$ cat src/rtl/sa_sched_pkg.sv
// sa_sched_pkg: shared types and constants for the 8x8 systolic tile scheduler
package sa_sched_pkg;
  localparam int SA_N = 8;
  localparam int SA_W = 8;
  localparam int DRAIN_CYC = 2 * SA_N;
  typedef enum logic [2:0] {IDLE, CLEAR, FEED, DRAIN, HOLD} state_t;
  function automatic int lane_lo(input int n, input int w, input int i);
    return (n - 1 - i) * w;
  endfunction
endpackage

$ cat src/rtl/sa_skew.sv
// sa_skew: per-lane wavefront skew, lane i delayed i cycles, lanes without a valid bit forced to zero
module sa_skew
  import sa_sched_pkg::*;
#(
  parameter int N = SA_N,
  parameter int WIDTH = SA_W
) (
  input  logic               clk,
  input  logic               rst,
  input  logic               vld,
  input  logic [N*WIDTH-1:0] din,
  output logic [N*WIDTH-1:0] dout
);
  for (genvar i = 0; i < N; i++) begin : g_lane
    localparam int LO = lane_lo(N, WIDTH, i);
    if (i == 0) begin : g_pass
      assign dout[LO+:WIDTH] = vld ? din[LO+:WIDTH] : '0;
    end else begin : g_dly
      logic [WIDTH:0] sr_q [i];
      logic [WIDTH:0] sr_d [i];
      always_comb begin
        sr_d[0] = {vld, din[LO+:WIDTH]};
        for (int j = 1; j < i; j++) sr_d[j] = sr_q[j-1];
      end
      always_ff @(posedge clk) begin
        if (rst) sr_q <= '{default: '0};
        else sr_q <= sr_d;
      end
      assign dout[LO+:WIDTH] = sr_q[i-1][WIDTH] ? sr_q[i-1][WIDTH-1:0] : '0;
    end
  end
endmodule

$ cat src/rtl/sa8_tile_sched.sv
// sa8_tile_sched: clears, feeds with skew, drains and holds one output tile of the 8x8 systolic array
module sa8_tile_sched
  import sa_sched_pkg::*;
#(
  parameter int N = SA_N,
  parameter int WIDTH = SA_W,
  parameter int ADDR_W = 10,
  parameter int K_W = 10
) (
  input  logic               clk,
  input  logic               rstn,
  input  logic               start,
  input  logic [K_W-1:0]     k_len,
  input  logic [ADDR_W-1:0]  act_base,
  input  logic [ADDR_W-1:0]  wt_base,
  output logic               busy,
  output logic               done,
  output logic               res_valid,
  input  logic               res_ack,
  output logic               buf_rd_en,
  output logic [ADDR_W-1:0]  act_rd_addr,
  output logic [ADDR_W-1:0]  wt_rd_addr,
  input  logic [N*WIDTH-1:0] act_rd_data,
  input  logic [N*WIDTH-1:0] wt_rd_data,
  output logic [N*WIDTH-1:0] sa_activation,
  output logic [N*WIDTH-1:0] sa_weight,
  output logic               sa_control
);
  state_t state_q, state_d;
  logic [K_W-1:0] k_len_q, k_len_d, k_q, k_d;
  logic [ADDR_W-1:0] act_base_q, act_base_d, wt_base_q, wt_base_d;
  logic [ADDR_W-1:0] act_addr_q, act_addr_d, wt_addr_q, wt_addr_d;
  logic [4:0] drain_q, drain_d;
  logic busy_q, busy_d, done_q, done_d, rv_q, rv_d, rd_en_q, rd_en_d, ctl_q, ctl_d, vld_q;
  always_comb begin
    state_d = state_q;
    k_len_d = k_len_q;
    act_base_d = act_base_q;
    wt_base_d = wt_base_q;
    k_d = k_q;
    drain_d = drain_q;
    case (state_q)
      IDLE: if (start) begin
        state_d = CLEAR;
        k_len_d = k_len;
        act_base_d = act_base;
        wt_base_d = wt_base;
      end
      CLEAR: begin
        state_d = (k_len_q == '0) ? HOLD : FEED;
        k_d = '0;
      end
      FEED: begin
        state_d = (k_q == k_len_q - K_W'(1)) ? DRAIN : FEED;
        k_d = k_q + K_W'(1);
        drain_d = '0;
      end
      DRAIN: begin
        state_d = (drain_q == 5'(DRAIN_CYC - 1)) ? HOLD : DRAIN;
        drain_d = drain_q + 5'd1;
      end
      HOLD: state_d = res_ack ? IDLE : HOLD;
      default: state_d = IDLE;
    endcase
    busy_d = state_d != IDLE;
    done_d = state_d == HOLD && state_q != HOLD;
    rv_d = state_d == HOLD;
    rd_en_d = state_d == FEED;
    ctl_d = state_d != CLEAR;
    act_addr_d = rd_en_d ? act_base_q + ADDR_W'(k_d) : '0;
    wt_addr_d = rd_en_d ? wt_base_q + ADDR_W'(k_d) : '0;
  end
  always_ff @(posedge clk) begin
    if (rstn) begin
      state_q <= IDLE;
      k_len_q <= '0;
      act_base_q <= '0;
      wt_base_q <= '0;
      k_q <= '0;
      drain_q <= '0;
      busy_q <= 1'b0;
      done_q <= 1'b0;
      rv_q <= 1'b0;
      rd_en_q <= 1'b0;
      ctl_q <= 1'b1;
      act_addr_q <= '0;
      wt_addr_q <= '0;
      vld_q <= 1'b0;
    end else begin
      state_q <= state_d;
      k_len_q <= k_len_d;
      act_base_q <= act_base_d;
      wt_base_q <= wt_base_d;
      k_q <= k_d;
      drain_q <= drain_d;
      busy_q <= busy_d;
      done_q <= done_d;
      rv_q <= rv_d;
      rd_en_q <= rd_en_d;
      ctl_q <= ctl_d;
      act_addr_q <= act_addr_d;
      wt_addr_q <= wt_addr_d;
      vld_q <= rd_en_q;
    end
  end
  assign busy = busy_q;
  assign done = done_q;
  assign res_valid = rv_q;
  assign buf_rd_en = rd_en_q;
  assign act_rd_addr = act_addr_q;
  assign wt_rd_addr = wt_addr_q;
  assign sa_control = ctl_q;
  sa_skew #(.N(N), .WIDTH(WIDTH)) u_act_skew (
    .clk(clk), .rst(rstn), .vld(vld_q), .din(act_rd_data), .dout(sa_activation)
  );
  sa_skew #(.N(N), .WIDTH(WIDTH)) u_wt_skew (
    .clk(clk), .rst(rstn), .vld(vld_q), .din(wt_rd_data), .dout(sa_weight)
  );
endmodule

$ cat config.mk
export PLATFORM = sky130hd
export DESIGN_NAME = sa8_tile_sched
export DESIGN_NICKNAME = d
export VERILOG_FILES = /design/src/rtl/sa_sched_pkg.sv /design/src/rtl/sa_skew.sv /design/src/rtl/sa8_tile_sched.sv
export SDC_FILE = /design/constraint.sdc
export NUM_CORES = 1
export LEC_CHECK = 0
export CAP_MARGIN = 10
export CORE_UTILIZATION = 30
export CTS_BUF_LIST = sky130_fd_sc_hd__clkbuf_4 sky130_fd_sc_hd__clkbuf_8 sky130_fd_sc_hd__clkbuf_16
export DETAILED_ROUTE_END_ITERATION = 6
export GPL_TIMING_DRIVEN = 0
export PLACE_DENSITY_LB_ADDON = 0.12
export SYNTH_ARGS = -nofsm -noshare
export SYNTH_HDL_FRONTEND = slang
export SYNTH_SLANG_ARGS = --single-unit
$ cat constraint.sdc
create_clock -name clk -period 3.1 [get_ports clk]
set_input_delay 0.31 -clock clk [delete_from_list [all_inputs] [get_ports clk]]
set_output_delay 0.31 -clock clk [all_outputs]
set_load 0.02 [all_outputs]
* Yosys cells after proc, flatten, opt, wreduce, memory -nomap -nowiden
Index checks and enable logic that the tools add are counted.
Cells by class: div/mod/pow operators 0, bitwise operators 1, equal/unequal tests 10, multiplexer cells 24, add/subtract/negate cells 5, reduce and logical (&&, ||, !) cells 7, shifts and indexed selects 0, multiply operators 0, magnitude comparators 0
Operators with widths (number):
- 8-bit 2-to-1 mux | 16
- 10-bit adder | 2
- 10-bit case mux with 2 select lines | 1
- 3-bit case mux with 5 select lines | 1
- 3-bit 2-to-1 mux | 4
- 10-bit by 1-bit adder with 10-bit output, second input constant | 1
- 10-bit == test | 1
- 10-bit logical NOT | 1
- 5-bit case mux with 2 select lines | 1
- 10-bit by 1-bit subtractor with 10-bit output, second input constant | 1
- 3-bit by 2-bit == test with 1-bit output, second input constant | 3
- 3-bit == test, second input constant | 2
- 5-bit by 1-bit adder with 5-bit output, second input constant | 1
- 5-bit by 4-bit == test with 1-bit output, second input constant | 1
- 3-bit by 1-bit == test with 1-bit output, second input constant | 1
- 3-bit logical NOT | 1
- 3-bit by 1-bit inequality test with 1-bit output, second input constant | 1
- 3-bit inequality test, second input constant | 1
- 3-bit nonzero test | 1
- 2-bit AND reduction | 1
- 2-bit nonzero test | 1
- 2-bit OR reduction | 1
- 1-bit logical AND | 1
- 1-bit 2-to-1 mux | 1
- 1-bit inverter | 1
Storage, ports and cells: logic and storage cells 117, bits in registers 578, bits in read-only memories 0, latch bits 0, RAM bits 0, input bits 162, memories 0

* Logic depth before layout (Yosys ltp)
Gate-level depths: netlist of run 1.
depth after elaboration 7, mapped depth 14, gate-level depth less buffers 13

* Cells and area by module
From an unflattened synthesis of run 1, not the netlist that was laid out.
Second synthesis, totals: cell total of the unflattened synthesis 1562, area total of the unflattened synthesis 16963.8 um2
Modules (own cells, without submodules):
- sa_skew | cells each 551, area an instance 6590.1 um2, instances 2, seq. area each 4624.4 um2
- sa8_tile_sched | cells each 460, area an instance 3783.6 um2, instances 1, seq. area each 1481.4 um2

* Least setup slack after synthesis of run 1
No wires, ideal clock.
path type register to register, start point register k_q[0], end point register act_addr_q[9], in the netlist act_rd_addr[9], arrival 2.777 ns, buffers on the path 0, slack 0.209 ns, stages on the path, launching flop included 14, setup time 0.114 ns, path through dfxtp_1 -> ha_1 -> nand3_1 -> or2_2 -> o21ai_0 -> nand2b_1 -> a2bb2oi_1 -> inv_1 -> ha_1 -> or4_1 -> o211a_1 -> a31oi_1 -> xor2_1 -> nor2_1
RTL lines:
- start: declaration | RTL line sa8_tile_sched.sv:30 | logic [K_W-1:0] k_len_q, k_len_d, k_q, k_d;
- start signal: assignment | RTL line sa8_tile_sched.sv:94 | k_q <= k_d;
- 10-bit by 1-bit adder with 10-bit output | RTL line sa8_tile_sched.sv:55 | k_d = k_q + K_W'(1);
- 10-bit case mux with 2 select lines | RTL line sa8_tile_sched.sv:42 | case (state_q)
- net k_d[6] | RTL line sa8_tile_sched.sv:30
- 10-bit adder | RTL line sa8_tile_sched.sv:70 | act_addr_d = rd_en_d ? act_base_q + ADDR_W'(k_d) : '0;
- end signal: assignment | RTL line sa8_tile_sched.sv:101 | act_addr_q <= act_addr_d;
- end: declaration | RTL line sa8_tile_sched.sv:32 | logic [ADDR_W-1:0] act_addr_q, act_addr_d, wt_addr_q, wt_addr_d;
The timed path passes the listed nets, and every way through them passes these cells. A chain may end at the register's enable or synchronous reset.

* Final worst setup path of run 1
start point register state_q[2], end point register wt_addr_q[9], in the netlist wt_rd_addr[9]
RTL lines:
- start: declaration | RTL line sa8_tile_sched.sv:29 | state_t state_q, state_d;
- start signal: assignment | RTL line sa8_tile_sched.sv:90 | state_q <= state_d;
- 3-bit by 2-bit == test with 1-bit output / 3-bit by 1-bit == test with 1-bit output (equally long branches) | RTL line sa8_tile_sched.sv:42
- 10-bit case mux with 2 select lines (*) | RTL line sa8_tile_sched.sv:42
- net k_d[3] | RTL line sa8_tile_sched.sv:30
- 10-bit adder (*) | RTL line sa8_tile_sched.sv:71 | wt_addr_d = rd_en_d ? wt_base_q + ADDR_W'(k_d) : '0;
- end signal: assignment | RTL line sa8_tile_sched.sv:102 | wt_addr_q <= wt_addr_d;
- end: declaration | RTL line sa8_tile_sched.sv:32
The timed path passes the listed nets; every way through them passes the cells marked *.

==> out/qor.csv, run 1 <==
stage,metric,value,unit
place,placed_area,0.0208,mm^2
floorplanning,rows,86,
routing,drcViolationCount,0,
place,place_congestion,0.818,
routing,final_antenna_net_count,0,
cts,clk_latency,600,ps
finish,drive_gt1_frac,0.0779,
routing,dr.pass1.iters,4,
synthesis,ys_types,54,
floorplanning,start_util,0.304,
synthesis,synth_top_cells_by_area,"dfxtp_1 (63%), nor2b_1 (18%), and2_1 (4.9%)",
timing,worstMarginPinSlew,939,ps
synthesis,synth_edf_count,0,
floorplanning,ios,315,
global_routing,gr-usage-met1,0.163,
critical_path,cp-end-kind,flip-flop,
cts,root_buffer,clkbuf_16,
global_routing,top_usage_layer,met2,
timing,finalMaxSlewViolations,0,
global_routing,grt_pass1_vias,10500,
floorplanning,dieHeight,238,um
cts,postCtsHoldBufs,0,
global_routing,grt_antenna_before_repair,6,
place,io_buffers,314,
routing,dr.first_iter.drc_count,308,
global_routing,grt_overflow,0,
synthesis,syn-num-nets,1747,
critical_path,cp.required,3550,ps
cts,cts_sinks,529,
hold_path,min_path_type,input port to flip-flop,
routing,via_per_inst,3.99,
pwr,power.total,14.7,mW
timing,period_needed,2970,ps
finish,fin_nets,2123,
timing,finalCritPeriodShare,0.959,
cts,clkSlewWorstSetupHoldPaths,60,ps
finish,area_growth,37.0,%
synthesis,ys_top_cells_by_count,"dfxtp_1 (529), nor2b_1 (470), and2_1 (132), nand2_1 (86), clkbuf_1 (76)",
cts,ctsLongestPathBuffers,3,
finish,finish.instance_area,0.0230,mm^2
pwr,leakage,8.89,nW
hold_path,whs_path_depth,2,
critical_path,path_max_fanout,10,
pwr,ir_worst_vdd,0.420,mV
routing,wl,38100,um
cts,cts_max_level,2,
critical_path,crit_path_start_kind,flip-flop,
timing,setup_viol,0,
routing,wl_per_cell,14.0,um
cts,cts_tree,done,
synthesis,yosysWarnings,0,
global_routing,grt_pass1_wl,58400,um
global_routing,grt_start_max_net_pins,16,
timing,hold_violations,0,
synthesis,async_flop_share,0,
synthesis,yosys.area.top_type_share,0.632,
timing,slew-limit-headroom,0.365,
global_routing,grt_use_total,0.133,
timing,fmax,336,MHz
pwr,p_per_area,640,mW/mm^2
synthesis,yosysTopAreaCell,dfxtp_1,
cts,cts_buffers,57,
floorplanning,fp.dieArea,0.0568,mm^2
critical_path,r2r_cells,10,
synthesis,ys_ff_latch,529,
run_status,status,completed,
place,detailed_place_hpwl,28000,um
synthesis,syn-instance-count,1561,
synthesis,synth_most_common_cell,dfxtp_1,
job,drv_cap,0,
synthesis,synth_ff_type,dfxtp_1,
synthesis,synth_area,0.0168,mm^2
routing,vias,10900,
synthesis,synth_area_per_cell,10.7,um^2
synthesis,yosysSeqAreaShare,0.632,
critical_path,worstSetupPathType,flip-flop to flip-flop,
floorplanning,coreArea,0.0552,mm^2
floorplanning,fp.dieW,238,um
global_routing,use_met2,0.219,
global_routing,met3_usage,0.0429,
timing,clock_skew,8.62,ps
critical_path,arrival,3430,ps
[logic make-up after synthesis]
logic type / synth area share
mux: 0.00306
compound gates: 0.0364
simple gates: 0.277
buf+inv: 0.0224
fa+ha+maj: 0.0188
xor+xnor: 0.0110
flops: 0.632
[layer usage]
metal / routed length (um) / vias to the layer above
met5: 52 / -
met4: 856 / 8
li1: - / 5641
met1: 16900 / 4875
met2: 17400 / 284
met3: 2860 / 64
[power breakdown]
part / switching [mW] / total [mW] / internal [mW]
registers: 0.0741 / 7.10 / 7.03
clock network: 2.64 / 6.71 / 4.07
logic: 0.422 / 0.885 / 0.463
[cells in the final DEF, fill, tap and decap left out, types with 4 or more instances in the layout]
cell type        count
clkbuf_8             9
o21a_1               5
inv_1               15
and2_1             132
nand2b_1             5
clkdlybuf4s50_1    314
ha_1                17
buf_4                8
xnor2_1             12
nand2_1             86
nand3b_1             4
clkinv_2             7
nor3_1              16
clkbuf_4            21
nor4_1               4
clkbuf_16           58
o211ai_1             4
nor2b_1            469
o21ai_0             17
or4_1                5
xor2_1               9
nor2_1              32
dfxtp_1            522
dfxtp_2              4
nor3b_1              5
a21oi_1             47
clkbuf_1            68
[layout make-up]
type	count	area (um^2)
fillers	5358	32200
flip-flops and latches	529	10600
multi-input cells	936	5950
repair buffers	320	3190
clock buffers	86	1720
well taps	748	936
plain buffers	78	332
clock inverters	14	181
inverters	15	56.3
diodes	1	2.50
[through the flow]
step / utilization / setup TNS [ps] / hold slack [ps] / cells / worst slack, ps
floorplan: - / 0 / 414 / 1561 / 209
global placement: 0.378 / -3320 / 415 / 2623 / -598
detailed placement: 0.378 / -3390 / 420 / 2623 / -640
CTS: 0.414 / -2.35 / 212 / 2722 / -2.35
global route: 0.416 / -31.1 / 214 / 2727 / -31.1
finish: 0.416 / 0 / 261 / 2727 / 127
[flip-flops by register name (all words and copies together), names as in the netlist, 57 cells and up]
register,cells
u_wt_skew.g_lane.g_dly.sr_d,170
u_act_skew.g_lane.g_dly.sr_q,57
u_wt_skew.g_lane.g_dly.sr_q,58
u_act_skew.g_lane.g_dly.sr_d,170
[worst max-delay path, cell delays in order (launching register included)]
cell and delay (ps):
dfxtp_4 360, nand2b_4 160, buf_8 150, or4_4 540
mux2i_4 250, ha_4 180, or4_1 500, o211a_1 260
a31oi_4 220, xor2_1 160, nor2_1 50
[what timing repair did]
item	in CTS	in global routing
endpoints found under the setup margin	13	8
gates resized for setup	26	30
pin swaps	1	7
setup buffers	1	5
[final timing paths]
path / slack, ps / start / end
hold / removal: 260 / act_rd_data[25] / u_act_skew.g_lane[4].g_dly.sr_d[19]
setup / recovery: 130 / state_q[2] / wt_rd_addr[9]
setup reg to reg: 130 / state_q[2] / wt_rd_addr[9]
hold reg to reg: 430 / u_act_skew.g_lane[7].g_dly.sr_d[12] / u_act_skew.g_lane[7].g_dly.sr_d[3]
Power figures use the tool's default switching activity.
==> inputs of run 2 (changes only) <==
--- a/config.mk
+++ b/config.mk
@@ -6,7 +6,7 @@
 export NUM_CORES = 1
 export LEC_CHECK = 0
 export CAP_MARGIN = 10
-export CORE_UTILIZATION = 30
+export CORE_UTILIZATION = 38
 export CTS_BUF_LIST = sky130_fd_sc_hd__clkbuf_4 sky130_fd_sc_hd__clkbuf_8 sky130_fd_sc_hd__clkbuf_16
 export DETAILED_ROUTE_END_ITERATION = 6
 export GPL_TIMING_DRIVEN = 0
==> out/qor.csv, run 2 (synthesized netlist as in run 1, its figures left out) <==
stage,metric,value,unit
global_routing,grt_use_total,0.161,
routing,wl,36100,um
critical_path,worst-path-buf-inv,3,
routing,final_antenna_net_count,0,
place,place_congestion,0.843,
global_routing,met3_usage,0.0427,
place,detailed_place_hpwl,26700,um
critical_path,r2r_cells,14,
finish,final_common_cell,dfxtp_1,
hold_path,holdCritStartpoint,wt_rd_data[47],
critical_path,crit_path_end,act_rd_addr[6],
timing,finalMaxSlewViolations,0,
pwr,p_per_area,652,mW/mm^2
critical_path,cp.required,3540,ps
critical_path,crit_path_start_kind,flip-flop,
global_routing,grt_overflow,0,
finish,area_growth,35.5,%
job,drv_cap,0,
timing,period_needed,2990,ps
routing,drcViolationCount,0,
critical_path,startpoint,state_q[0],
global_routing,top_usage_layer,met2,
critical_path,slowest_delay,390,ps
critical_path,r2r_end,act_rd_addr[6],
floorplanning,dieHeight,212,um
finish,final_cell_mix,"dfxtp_1 (525), nor2b_1 (469), clkdlybuf4s50_1 (314)",
critical_path,path_common_cell,o21ai_0,
routing,wl_per_cell,14.1,um
critical_path,path_cells,buf_2 -> clkbuf_4 -> nor3_2 -> a21oi_1 -> o2bb2ai_2 -> ha_1 -> inv_1 -> fa_1 -> nor2b_1 -> o21a_1 -> o21ai_0 -> a21boi_1 -> o21ai_0 -> nor3b_2,
critical_path,cpLargestDelayFamily,compound AO/OA/AOI/OAI gates,
routing,via_per_inst,4.28,
timing,slew-limit-headroom,0.284,
critical_path,crit_cells,14,
critical_path,rrSetupSlack,110,ps
critical_path,cp_slowest_cell,fa_1,
cts,clkSlewWorstSetupHoldPaths,60,ps
timing,setup-tns-final,0,ps
finish,drive_gt1_frac,0.0745,
pwr,leakage,8.87,nW
cts,cts_max_level,2,
global_routing,use_met2,0.285,
run_status,status,completed,
routing,dr.first_iter.drc_count,396,
place,io_buffers,314,
cts,cts_buffers,53,
global_routing,grt_pass1_wl,55700,um
floorplanning,ios,315,
floorplanning,fp.dieArea,0.0450,mm^2
critical_path,timing.rr.start,state_q[0],
critical_path,path_max_fanout,10,
routing,dr.pass1.iters,4,
floorplanning,fp.dieW,212,um
timing,hold_violations,0,
cts,postCtsHoldBufs,0,
global_routing,grt_pass1_vias,10500,
floorplanning,start_util,0.388,
routing,vias,10900,
floorplanning,rows,76,
cts,cts_sinks,529,
critical_path,cp-end-kind,flip-flop,
timing,setup_viol,0,
pwr,ir_worst_vdd,0.486,mV
timing,finalCritPeriodShare,0.965,
cts,root_buffer,clkbuf_16,
timing,worstMarginPinSlew,1060,ps
timing,clock_skew,24.2,ps
critical_path,arrival,3430,ps
hold_path,min_path_type,input port to flip-flop,
cts,ctsLongestPathBuffers,3,
finish,antennaDiodeCount,0,
timing,fmax,334,MHz
global_routing,grt_start_max_net_pins,16,
critical_path,worstSetupPathType,flip-flop to flip-flop,
cts,clk_latency,590,ps
hold_path,whs_path_depth,2,
global_routing,grt_antenna_before_repair,3,
cts,cts_tree,done,
finish,fin_nets,2117,
timing,fin_hold_ws,274,ps
global_routing,gr-usage-met1,0.186,
floorplanning,coreArea,0.0433,mm^2
run 2: changes by cell type in the layout (fill, tap and decap cells not counted), moves of 3 or more:
cell,before,now
bufinv_16,3,10
clkbuf_16,58,54
clkbuf_4,21,9
clkinv_2,7,13
clkinvlp_4,0,3
dfxtp_1,522,525
inv_6,3,0
o21ai_0,17,14
run 2: per-layer routing:
metal	up-vias	share of wire
met3	57	0.071
met4	6	0.023
met1	4943	0.41
met2	298	0.49
li1	5641	-
met5	-	0.0011
run 2: worst min-delay path by stage:
| stage | slack (ps) | end |
|---|---|---|
| after CTS | 230 | u_act_skew.g_lane[5].g_dly.sr_d[27] |
| after detailed placement | 420 | u_act_skew.g_lane[7].g_dly.sr_d[40] |
| after floorplan | 410 | u_act_skew.g_lane[2].g_dly.sr_q[0] |
| final | 270 | u_wt_skew.g_lane[2].g_dly.sr_d[7] |
| after global routing | 250 | u_act_skew.g_lane[5].g_dly.sr_d[31] |
| after global placement | 410 | u_act_skew.g_lane[5].g_dly.sr_d[9] |
run 2: power breakdown:
part | switching (mW) | leakage, nW | internal [mW]
combinational | 0.421 | 3.59 | 0.456
clock | 2.59 | 0.952 | 4.25
sequential | 0.0746 | 4.33 | 7.03
total | 3.09 | 8.87 | 11.7
run 2: cell type report:
cell class,instances,area [um^2]
Clock inverter,28,413
Fill cell,3901,20500
Sequential cell,529,10600
Inverter,15,56.3
Buffer,77,314
Tap cell,585,732
Timing Repair Buffer,319,3180
Multi-Input combinational cell,936,5930
Clock buffer,68,1500
run 2: repair_timing:
action	4_1_cts	5_1_grt
pin swaps	1	8
buffers inserted	3	2
endpoints found under the setup margin	13	9
resized for setup	27	20
run 2: per-stage QoR:
step / total power [mW] / worst slack (ps) / cell area (um^2) / std cells / utilization
global placement: 8.10 / -474 / 20600 / 2460 / 0.477
floorplan: 7.71 / 209 / 16800 / 1561 / -
finish: 14.8 / 109 / 22700 / 2557 / 0.525
global route: 15.4 / -12.0 / 22700 / 2557 / 0.525
CTS: 15.0 / 39.5 / 22700 / 2557 / 0.524
detailed placement: 8.12 / -527 / 20600 / 2460 / 0.477
==> inputs of run 3 (changes only) <==
--- a/config.mk
+++ b/config.mk
@@ -5,6 +5,7 @@
 export SDC_FILE = /design/constraint.sdc
 export NUM_CORES = 1
 export LEC_CHECK = 0
+export ABC_AREA = 1
 export CAP_MARGIN = 10
 export CORE_UTILIZATION = 38
 export CTS_BUF_LIST = sky130_fd_sc_hd__clkbuf_4 sky130_fd_sc_hd__clkbuf_8 sky130_fd_sc_hd__clkbuf_16
==> out/qor.csv, run 3 <==
stage,metric,value,unit
synthesis,syn-instance-count,2227,
global_routing,grt_pass1_wl,59900,um
critical_path,path_common_cell,nand2_1,
place,place_congestion,0.887,
floorplanning,fp.dieW,217,um
floorplanning,coreArea,0.0456,mm^2
timing,setup-tns-final,0,ps
synthesis,synth-simple-area-share,0.184,
synthesis,synth_area_per_cell,7.92,um^2
critical_path,crit_path_start_kind,flip-flop,
cts,cts_setup_buffers,0,
synthesis,async_flop_share,0,
floorplanning,start_util,0.387,
synthesis,yosysSeqAreaShare,0.600,
cts,cts_buffers,52,
routing,vias,12800,
critical_path,arrival,3400,ps
timing,period_needed,2920,ps
pwr,leakage,11.1,nW
timing,rsz0062_at_grt,yes,
pwr,p_switching,3.26,mW
synthesis,yosysTopAreaCell,dfxtp_1,
global_routing,grt_use_total,0.159,
routing,wl_per_cell,11.4,um
timing,finalCritPeriodShare,0.943,
global_routing,grt_start_max_net_pins,15,
floorplanning,ios,315,
place,detailed_place_hpwl,28100,um
pwr,p_per_area,634,mW/mm^2
timing,finalMaxSlewViolations,0,
timing,fin_hold_ws,233,ps
synthesis,synth_top_family_by_area,simple AND/OR/NAND/NOR gates,
cts,clk_latency,590,ps
synthesis,synth_ff_type,dfxtp_1,
critical_path,cp.required,3580,ps
floorplanning,fp.dieArea,0.0473,mm^2
pwr,power_frac_seq,0.479,
timing,slew-limit-headroom,0.434,
pwr,power.total,14.9,mW
synthesis,yosys.area.top_type_share,0.600,
floorplanning,dieHeight,217,um
synthesis,synth_compound_area_frac,0.0302,
cts,clkSlewWorstSetupHoldPaths,60,ps
finish,ff_latch_area,0.0106,mm^2
global_routing,grt_antenna_before_repair,5,
finish,fillCellCount,4392,
synthesis,synth_edf_count,0,
synthesis,ys_types,37,
place,pre_cts_ws,-32.0,ps
routing,wl,37000,um
synthesis,synthXorXnorAreaFrac,0.00844,
cts,root_buffer,clkbuf_16,
synthesis,syn-num-nets,2413,
timing,hold_violations,0,
critical_path,path_max_fanout,7,
timing,setup_viol,0,
routing,via_per_inst,3.96,
critical_path,path_cells,inv_1 -> nor2_4 -> nand2_2 -> inv_2 -> nand2_1 -> nor2_2 -> nand2_1 -> nand3_1 -> nand2_1 -> ha_1 -> inv_1 -> nor3_2 -> nand4_1 -> nor2_1 -> nor2_1 -> nand3_1 -> nand2_1 -> inv_1 -> nor2_4,
pwr,ir_worst_vdd,0.428,mV
global_routing,grt_overflow,0,
synthesis,synth_top_cells_by_area,"dfxtp_1 (60%), inv_1 (14%), nor2_1 (11%)",
routing,dr.first_iter.drc_count,420,
synthesis,synthMuxAreaShare,0,
synthesis,ys_ff_latch,529,
timing,clock_skew,13.9,ps
finish,fin_nets,2781,
pwr,clockPowerShare,0.455,
pwr,internal_power,11.6,mW
cts,cts_tree,done,
synthesis,synth_most_common_cell,inv_1,
cts,cts_sinks,529,
timing,fmax,342,MHz
pwr,comb_power_share,0.066,
synthesis,ys_top_cells_by_count,"inv_1 (653), dfxtp_1 (529), nor2_1 (529), nand2_1 (229), clkbuf_1 (53)",
job,drv_cap,0,
global_routing,grt_pass1_vias,12200,
routing,final_antenna_net_count,0,
place,io_buffers,313,
synthesis,synth_area,0.0176,mm^2
finish,final_common_cell,inv_1,
hold_path,min_path_type,input port to flip-flop,
cts,cts_max_level,2,
timing,worstMarginPinSlew,849,ps
critical_path,slowest_delay,430,ps
critical_path,cp-end-kind,flip-flop,
critical_path,worstSetupPathType,flip-flop to flip-flop,
finish,area_growth,33.0,%
pwr,swShare,0.219,
routing,drcViolationCount,0,
routing,dr.pass1.iters,5,
finish,final_cell_mix,"inv_1 (653), nor2_1 (529), dfxtp_1 (528)",
finish,drive_gt1_frac,0.0603,
synthesis,synth_fa_ha_area_frac,0.0179,
cts,ctsLongestPathBuffers,3,
critical_path,cp_slowest_cell,ha_1,
floorplanning,rows,78,
finish,multiInputGateArea,0.00426,mm^2
run_status,status,completed,
synthesis,yosysWarnings,0,
timing,fin_ws,176,ps
[run 3: changes by cell type after synthesis, sizes merged, moves of 7 or more]
cell    change
nand3      +20
nor2      +517
a21oi      -13
nand2     +147
or4         -7
nor3        -9
and2      -132
inv       +641
clkbuf     -23
buf        +22
o21ai      +26
nor2b     -470
[run 3: power by group through the flow]
stage,combinational (mW),sequential (mW),clock (mW)
global placement,0.979,7.27,0
finish,0.982,7.13,6.77
floorplan,0.567,7.27,0
detailed placement,0.993,7.28,0
CTS,0.999,7.13,6.97
global route,1.12,7.15,7.27
[run 3: area by class of cell]
type,instances,area share
Sequential cell,529,0.451
Timing Repair Buffer,314,0.134
Clock buffer,72,0.0655
Buffer,80,0.0148
Inverter,656,0.105
Multi-Input combinational cell,962,0.182
Tap cell,600,0.0320
Clock inverter,25,0.0156
Antenna cell,3,0.000320
[run 3: worst paths after layout]
kind                                      startpoint                            endpoint  slack (ps)  depth (start not counted)
hold / removal                        wt_rd_data[17]  u_wt_skew.g_lane[5].g_dly.sr_d[28]         230                          3
setup / recovery                          state_q[1]                      act_rd_addr[9]         180                         19
hold reg to reg   u_wt_skew.g_lane[4].g_dly.sr_d[22]  u_wt_skew.g_lane[4].g_dly.sr_d[13]         390                          2
setup reg to reg                          state_q[1]                      act_rd_addr[9]         180                         19
[run 3: worst max-delay path, delay by kind of cell (launching register included)]
kind,cells,cell delay [ps]
buffers and inverters,4,440
DFF,1,340
and+or+nand+nor,14,1580
adders and majority gates,1,430
[run 3: cell families after synthesis]
kind of cell	after synthesis
AO/OA/AOI/OAI	98
flip-flops	529
adder cells (fa/ha/maj)	24
buffers and inverters	736
XOR/XNOR	17
AND/OR/NAND/NOR	823
[run 3: timing repair]
item,4_1_cts,5_1_grt
hold endpoints to repair,1,0
endpoints found under the setup margin,2,14
resized for setup,1,10
hold buffers,1,0
[run 3: layer usage]
layer	vias to the layer above	wire (um)	track usage
li1	6937	-	-
met1	5537	16100	0.189
met2	301	17100	0.270
met3	65	2740	0.0448
met4	2	980	0.0653
met5	-	13	0
[run 3: metrics by stage]
stage,util,cells,area (um^2)
floorplan,-,2227,17600
global placement,0.472,3140,21500
detailed placement,0.472,3140,21500
CTS,0.514,3238,23400
global route,0.515,3240,23500
finish,0.515,3241,23500
